===== config.mk =====
export PLATFORM = sky130hd
export DESIGN_NAME = dmem_access_ctrl
export DESIGN_NICKNAME = d
export VERILOG_FILES = /design/src/rtl/dmem_access_ctrl.sv
export SDC_FILE = /design/constraint.sdc
export NUM_CORES = 1
export LEC_CHECK = 0
export CAP_MARGIN = 40
export CELL_PAD_IN_SITES_DETAIL_PLACEMENT = 1
export CELL_PAD_IN_SITES_GLOBAL_PLACEMENT = 2
export CORE_MARGIN = 2
export CORE_UTILIZATION = 25
export DETAILED_ROUTE_END_ITERATION = 12
export PLACE_DENSITY_LB_ADDON = 0.1
export SYNTH_ARGS = -nofsm -noshare
export SYNTH_HDL_FRONTEND = slang
export SYNTH_SLANG_ARGS = --single-unit

===== constraint.sdc =====
create_clock -name clk -period 3 [get_ports clk]
set_clock_uncertainty 0.05 [all_clocks]
set_input_delay 0.3 -clock clk [delete_from_list [all_inputs] [get_ports clk]]
set_output_delay 0.3 -clock clk [all_outputs]
set_load 0.1 [all_outputs]

===== src/rtl/dmem_access_ctrl.sv =====
// MEM-stage data-memory access controller: lane-shifts stores, aligns loads,
// holds the pipeline during an outstanding access and reports misalignment/timeouts.
module dmem_access_ctrl #(
   parameter int TIMEOUT = 16,
   parameter int CNT_W   = 8
) (
   input  logic        clk,
   input  logic        rst,
   input  logic        memread_MEM,
   input  logic        memwrite_MEM,
   input  logic [2:0]  fun3_MEM,
   input  logic [31:0] addr_MEM,
   input  logic [31:0] writedata_F_MEM,
   output logic        dmem_req,
   output logic [31:0] dmem_addr,
   output logic [3:0]  dmem_we,
   output logic [31:0] dmem_wdata,
   input  logic        dmem_ready,
   input  logic [31:0] dmem_rdata,
   output logic [31:0] readdata_MEM,
   output logic        stall_MEM,
   output logic        misalign_MEM,
   output logic        dmem_err
);

   typedef enum logic [1:0] {IDLE, ACCESS, DONE} state_t;

   localparam logic [CNT_W-1:0] CNT_LAST = CNT_W'(TIMEOUT - 1);

   state_t           state, state_nxt;
   logic [CNT_W-1:0] cnt;
   logic [1:0]       off, off_lat;
   logic             rd_lat;
   logic             access, misal, timeout_hit;
   logic [3:0]       we_c;
   logic [31:0]      wdata_c;
   logic             fun3_unused;

   // Signedness (fun3[2]) only matters to the downstream extension filter.
   assign fun3_unused = fun3_MEM[2];

   always_comb begin
      access  = memread_MEM | memwrite_MEM;
      off     = addr_MEM[1:0];
      wdata_c = writedata_F_MEM << {off, 3'b000};
      misal   = 1'b0;
      we_c    = 4'b1111;
      case (fun3_MEM[1:0])
         2'b00: we_c = 4'b0001 << off;
         2'b01: begin
            we_c  = 4'b0011 << off;
            misal = off[0];
         end
         default: misal = |off;
      endcase
      // A simultaneous read/write request is serviced as a read.
      if (memread_MEM)
         we_c = 4'b0000;
      timeout_hit = (cnt == CNT_LAST) && !dmem_ready;
   end

   always_comb begin
      state_nxt    = state;
      stall_MEM    = 1'b0;
      misalign_MEM = 1'b0;
      case (state)
         IDLE: begin
            if (access) begin
               if (misal) begin
                  misalign_MEM = 1'b1;
               end else begin
                  stall_MEM = 1'b1;
                  state_nxt = ACCESS;
               end
            end
         end
         ACCESS: begin
            stall_MEM = 1'b1;
            if (dmem_ready || timeout_hit)
               state_nxt = DONE;
         end
         DONE:    state_nxt = IDLE;
         default: state_nxt = IDLE;
      endcase
   end

   always_ff @(posedge clk) begin
      if (rst) begin
         state        <= IDLE;
         cnt          <= '0;
         off_lat      <= 2'b00;
         rd_lat       <= 1'b0;
         dmem_req     <= 1'b0;
         dmem_addr    <= '0;
         dmem_we      <= 4'b0000;
         dmem_wdata   <= '0;
         readdata_MEM <= '0;
         dmem_err     <= 1'b0;
      end else begin
         state    <= state_nxt;
         dmem_req <= (state_nxt == ACCESS);
         dmem_err <= 1'b0;
         case (state)
            IDLE: begin
               if (access && !misal) begin
                  dmem_addr  <= {addr_MEM[31:2], 2'b00};
                  dmem_we    <= we_c;
                  dmem_wdata <= wdata_c;
                  off_lat    <= off;
                  rd_lat     <= memread_MEM;
                  cnt        <= '0;
               end
            end
            ACCESS: begin
               if (dmem_ready) begin
                  if (rd_lat)
                     readdata_MEM <= dmem_rdata >> {off_lat, 3'b000};
               end else if (timeout_hit) begin
                  dmem_err     <= 1'b1;
                  readdata_MEM <= '0;
               end else begin
                  cnt <= cnt + 1'b1;
               end
            end
            default: ;
         endcase
      end
   end

endmodule


==> flow_metrics.tcl, run 1 <==
set metrics [dict create \
    ys_types 46 \
    h-tree-depth 4 \
    r2r_slack_ns 0.75 \
    peakVddDrop_v 0.000391 \
    antenna_found_initial 0 \
    postCtsHoldBufs 0 \
    wl_met2_um 9150 \
    die_y_um 146 \
    clk_pin_slew_worst_paths_ns 0.05 \
    dpl_cell_area_um2 7120 \
    path_cells "clkdlybuf4s50_1 -> o21ai_0 -> o2111ai_4 -> buf_4 -> nand2_1 -> buf_12" \
    cts_resized 0 \
    internal-power_mw 2.98 \
    async_flop_share_pct 0 \
    insertion_delay_ns 0.41 \
    hold_viol 0 \
    cp.arrival_ns 2.25 \
    ant_nets 0 \
    holdCritPathClass "input pin to register" \
    post-route-min-period_ns 2.60 \
    cp-end-kind "output port" \
    clockBufferDepth 2 \
    r2r-end "readdata_MEM[4]" \
    drt-pass1-iter-count 4 \
    layout_common_cells "nand2_1 (141), buf_4 (119), dfxtp_1 (113)" \
    p_clk_share_pct 39.2 \
    worstHoldStart "rst" \
    critPathKind "input pin to output port" \
    mostFrequentLayoutCell "nand2_1" \
    avgSynthCellArea_um2 8.24 \
    worstMarginPinSlew_ns 0.838 \
    routed_via_density 4.74 \
    synth_ff_type "dfxtp_1" \
    top_layer "met4" \
    drive_gt1_share_pct 21.8 \
    via_count 5110 \
    dieArea_um2 21300 \
    crit_path_max_fanout 21 \
    swShare_pct 33.7 \
    root_buffer "clkbuf_16" \
    leakagePower_nw 2.98 \
    rsz0062_at_grt "false" \
    cp_slowest_stage_delay_ns 0.50 \
    grt_start_max_net_pins 40 \
    fin_tns_setup_ns 0 \
    wirelength_um 18300 \
    slowest_stage "o21ai_0" \
    combPwrFrac_pct 25.0 \
    nets 907 \
    placement.io_buffers 204 \
    place_hpwl_um 13600 \
    syn_area_um2 5040 \
    die_w_um 146 \
    power.density_nw_per_um2 591 \
    ys_seq_area_share_pct 44.9 \
    cts_buffers 17 \
    holdWs_ns 0.244 \
    ys_ff_latch 113 \
    clock.fmax_mhz 384 \
    drc 0 \
    tritoncts "yes" \
    status "finished, final reports clean" \
    seqPwrFrac_pct 35.8 \
    drt_iter0_markers 163 \
    drt-met1-wl_um 7450 \
    synth-edff-count 0 \
    timing.rr.start "cnt[4]" \
    whs_path_depth 2 \
    wl_per_cell_um 17.0 \
    initial_utilization_pct 25.7 \
    grt_pass1_vias 5234 \
    post_cts_buffers 0 \
    switching_power_mw 1.52 \
    grt_use_total_pct 17.0 \
    drv_cap 0 \
    routabilityCongestion 0.783 \
    ios 208 \
    fin_area_um2 7620 \
    min_to "rd_lat" \
    max-slew-margin-rel_pct 44.0 \
    worstPathRequired_ns 2.65 \
    reg2regPathDepth 4 \
    numClockSinks 113 \
    coreArea_um2 19700 \
    setup_viol 0 \
    grt_first_pass_wirelength_um 28800 \
    placementRows 51 \
    grt_overflow 0 \
    period_share_pct 86.7 \
    met3RoutedLength_um 1410 \
    synthToLayoutAreaGrowth_pct 51.1 \
    startpoint_type "input pin" \
    syn-instance-count 612 \
    ys_warn_count 0 \
    slew_violations 0 \
    diodes 0 \
]
[Yosys cell counts, types with 2 or more instances]
cell type | count | area (µm²)
dfxtp_1 | 113 | 2260
a22o_2 | 5 | 50.1
a21oi_1 | 74 | 370
buf_1 | 5 | 18.8
mux2i_1 | 32 | 320
nor3_1 | 13 | 65.1
xor2_1 | 2 | 17.5
a22o_1 | 11 | 96.3
buf_2 | 5 | 25.0
mux2_2 | 18 | 203
o211ai_1 | 11 | 82.6
nand2_1 | 141 | 529
nand4_1 | 2 | 12.5
nand3_1 | 12 | 60.1
or3_1 | 8 | 50.1
inv_1 | 2 | 7.51
nor2b_1 | 11 | 68.8
nor4_1 | 5 | 31.3
buf_4 | 2 | 15.0
a211oi_1 | 12 | 90.1
nor2_1 | 24 | 90.1
clkbuf_1 | 37 | 139
o21ai_0 | 40 | 200
nor3b_1 | 4 | 30.0
o21ai_1 | 2 | 10.0
[sequential cells by signal, indices dropped and copies added, names as in the netlist]
| name | flops |
|---|---|
| dmem_wdata | 32 |
| readdata_MEM | 32 |
| dmem_addr | 30 |
| cnt | 8 |
| dmem_we | 4 |
| off_lat | 2 |
| state | 2 |
| dmem_err | 1 |
| dmem_req | 1 |
| rd_lat | 1 |
[cells by family (layout without fill, tap and decap cells)]
family          count (synthesis)  in the layout  synth area share [%]
fa+ha+maj                       1              1                 0.248
flops                         113            113                  44.9
buf+inv                        54            254                  4.86
simple gates                  227            227                  19.6
other cells                     1              2                0.0744
compound gates                164            164                  19.6
mux                            50             50                  10.4
xor+xnor                        2              2                 0.347
[layout make-up]
type	instances	area (µm²)
Fill cell	2351	12000
Multi-Input combinational cell	446	2570
Sequential cell	113	2260
Timing Repair Buffer	222	1940
Clock buffer	23	468
Tap cell	265	332
Clock inverter	7	37.5
Inverter	2	7.51
[critical path: cells and delay by family]
kind	cells	cell delay [ns]
compound gates	2	0.83
simple gates	1	0.13
buf+inv	3	0.98
[power by group through the flow]
stage	clock (mW)	combinational (mW)	sequential, mW
final	1.77	1.12	1.61
after global routing	1.90	1.19	1.62
after detailed placement	0	1.14	1.64
after floorplan	0	0.331	2.07
after global placement	0	1.12	1.64
after CTS	1.83	1.14	1.61
[worst max path at each step]
stage	slack [ns]	endpoint	cells after the start	start
final	0.40	stall_MEM	6	fun3_MEM[1]
after global routing	0.23	stall_MEM	6	fun3_MEM[1]
after CTS	0.35	stall_MEM	6	fun3_MEM[1]
after detailed placement	0.35	stall_MEM	6	fun3_MEM[1]
after global placement	0.45	stall_MEM	6	fun3_MEM[1]
after floorplan	0.35	misalign_MEM	3	fun3_MEM[1]
[through the flow]
step	util [%]	worst slack, ns	instances	total power [mW]
after floorplan	-	0.352	613	2.40
after global placement	36.2	0.453	1048	2.76
after detailed placement	36.2	0.354	1048	2.78
after CTS	38.8	0.353	1078	4.58
after global routing	38.8	0.226	1078	4.71
final	38.8	0.398	1078	4.50
[routing by layer]
| layer | up-vias | GRT usage (%) |
|---|---|---|
| met4 | 0 | 5.73 |
| met2 | 130 | 29.5 |
| met5 | - | 0 |
| met1 | 2463 | 19.1 |
| li1 | 2502 | - |
| met3 | 15 | 6.78 |
Note: power is estimated with default switching activity, not from simulation.
==> run 2: changes to the inputs <==
--- a/config.mk
+++ b/config.mk
@@ -8,10 +8,10 @@
 export CAP_MARGIN = 40
 export CELL_PAD_IN_SITES_DETAIL_PLACEMENT = 1
 export CELL_PAD_IN_SITES_GLOBAL_PLACEMENT = 2
-export CORE_MARGIN = 2
 export CORE_UTILIZATION = 25
 export DETAILED_ROUTE_END_ITERATION = 12
 export PLACE_DENSITY_LB_ADDON = 0.1
+export SLEW_MARGIN = 20
 export SYNTH_ARGS = -nofsm -noshare
 export SYNTH_HDL_FRONTEND = slang
 export SYNTH_SLANG_ARGS = --single-unit
==> flow_metrics.tcl, run 2 (synthesis gave the netlist of run 1 again) <==
set metrics [dict create \
    status "finished, final reports clean" \
    hold_viol 0 \
    period_share_pct 77.0 \
    cts_buffers 17 \
    worstPathRequired_ns 2.65 \
    grt_first_pass_wirelength_um 27400 \
    worstMarginPinSlew_ns 0.766 \
    postCtsHoldBufs 0 \
    post-route-min-period_ns 2.31 \
    synthToLayoutAreaGrowth_pct 54.5 \
    grt_overflow 0 \
    switching_power_mw 1.54 \
    h-tree-depth 4 \
    fillers 2317 \
    holdWs_ns 0.383 \
    crit_path_max_fanout 8 \
    timing.final.ws_setup_ns 0.689 \
    drc 0 \
    cp-startpoint "fun3_MEM[1]" \
    r2r-end "readdata_MEM[4]" \
    cp_slowest_stage_delay_ns 0.50 \
    ios 208 \
    nets 906 \
    post-place-ws_ns 0.318 \
    root_buffer "clkbuf_16" \
    routabilityCongestion 0.813 \
    antenna_found_initial 1 \
    p_clk_share_pct 45.8 \
    die_w_um 144 \
    post_cts_buffers 0 \
    fin_area_um2 7790 \
    wirelength_um 17800 \
    grt_pass1_vias 5120 \
    wl_per_cell_um 16.5 \
    mostFrequentLayoutCell "nand2_1" \
    drive_gt1_share_pct 22.0 \
    diodes 0 \
    path_cells "clkdlybuf4s50_1 -> o21ai_0 -> o2111ai_4 -> nand2_1 -> buf_12" \
    drt-pass1-iter-count 4 \
    numClockSinks 113 \
    fin_tns_setup_ns 0 \
    initial_utilization_pct 25.7 \
    grt_use_total_pct 17.5 \
    coreArea_um2 19600 \
    cp.arrival_ns 1.96 \
    power.density_nw_per_um2 648 \
    slowest_stage "o21ai_0" \
    routed_via_density 4.70 \
    place_hpwl_um 13100 \
    grt_start_max_net_pins 69 \
    setup_viol 0 \
    layout_common_cells "nand2_1 (141), buf_4 (116), dfxtp_1 (113)" \
    seqPwrFrac_pct 31.9 \
    critPathKind "input pin to output port" \
    startpoint_type "input pin" \
    r2r_slack_ns 0.75 \
    combPwrFrac_pct 22.4 \
    swShare_pct 30.5 \
    timing.rr.start "cnt[4]" \
    setup.worst_path.end "stall_MEM" \
    leakagePower_nw 3.04 \
    die_y_um 144 \
    rsz0062_at_grt "false" \
    cts_resized 0 \
    holdCritPathClass "input pin to register" \
    drt_iter0_markers 181 \
    via_count 5071 \
    drv_cap 0 \
    clock.fmax_mhz 433 \
    placementRows 51 \
    clockBufferDepth 2 \
    dieArea_um2 20700 \
    internal-power_mw 3.51 \
    peakVddDrop_v 0.000326 \
    top_regs "dmem_wdata x32, readdata_MEM x32, dmem_addr x30" \
    dpl_cell_area_um2 7090 \
    cp-end-kind "output port" \
    tritoncts "yes" \
    insertion_delay_ns 0.41 \
    ant_nets 0 \
    reg2regPathDepth 4 \
    clk_pin_slew_worst_paths_ns 0.06 \
    slew_violations 0 \
    placement.io_buffers 204 \
    max-slew-margin-rel_pct 48.9 \
]
run 2: cell count changes in the layout (fill, tap and decap cells not counted), sizes merged:
cell and change:
clkinv -4, clkbuf -1, buf -1, bufinv +6, clkinvlp +1
run 2: per-stage QoR:
stage | std cells | power (mW) | utilization [%]
detailed placement | 1045 | 2.77 | 36.2
finish | 1079 | 5.05 | 39.8
global route | 1079 | 5.27 | 39.8
floorplan | 613 | 2.40 | -
global placement | 1045 | 2.76 | 36.2
CTS | 1077 | 5.12 | 39.6
run 2: worst min path at each step:
stage / cells past startpoint / startpoint / end
global placement: 2 / dmem_addr[29] / dmem_addr[29]
detailed placement: 2 / dmem_we[3] / dmem_we[3]
global route: 3 / addr_MEM[10] / dmem_addr[10]
floorplan: 1 / dmem_ready / dmem_err
CTS: 3 / addr_MEM[7] / dmem_addr[7]
finish: 3 / addr_MEM[7] / dmem_addr[7]
run 2: cell type report:
cell class | count | area (µm²) | share of cell area (%)
Clock buffer | 22 | 464 | 5.96
Inverter | 2 | 7.51 | 0.0963
Timing Repair Buffer | 221 | 1950 | 25.0
Multi-Input combinational cell | 446 | 2570 | 33.0
Sequential cell | 113 | 2260 | 29.0
Clock inverter | 10 | 205 | 2.63
Tap cell | 265 | 332 | 4.25
run 2: critical path: cells and delay by family:
kind                   cells  cell delay (ns)
AOI/OAI and AO/OA          2             0.79
and+or+nand+nor            1             0.18
buffers and inverters      2             0.68
run 2: power groups by stage:
stage	registers (mW)	clock network, mW	logic [mW]
final	1.61	2.31	1.13
after global routing	1.62	2.46	1.20
after CTS	1.62	2.38	1.13
after detailed placement	1.65	0	1.12
after global placement	1.65	0	1.11
after floorplan	2.07	0	0.331
run 2: layer usage:
layer,part of all wire [%],global-route usage (%),vias up,routed length [µm]
li1,-,-,2510,-
met1,40,19.5,2414,7170
met2,50,30.4,130,8970
met3,8.2,6.69,15,1450
met4,1.1,5.60,2,187
met5,0.045,0,-,8
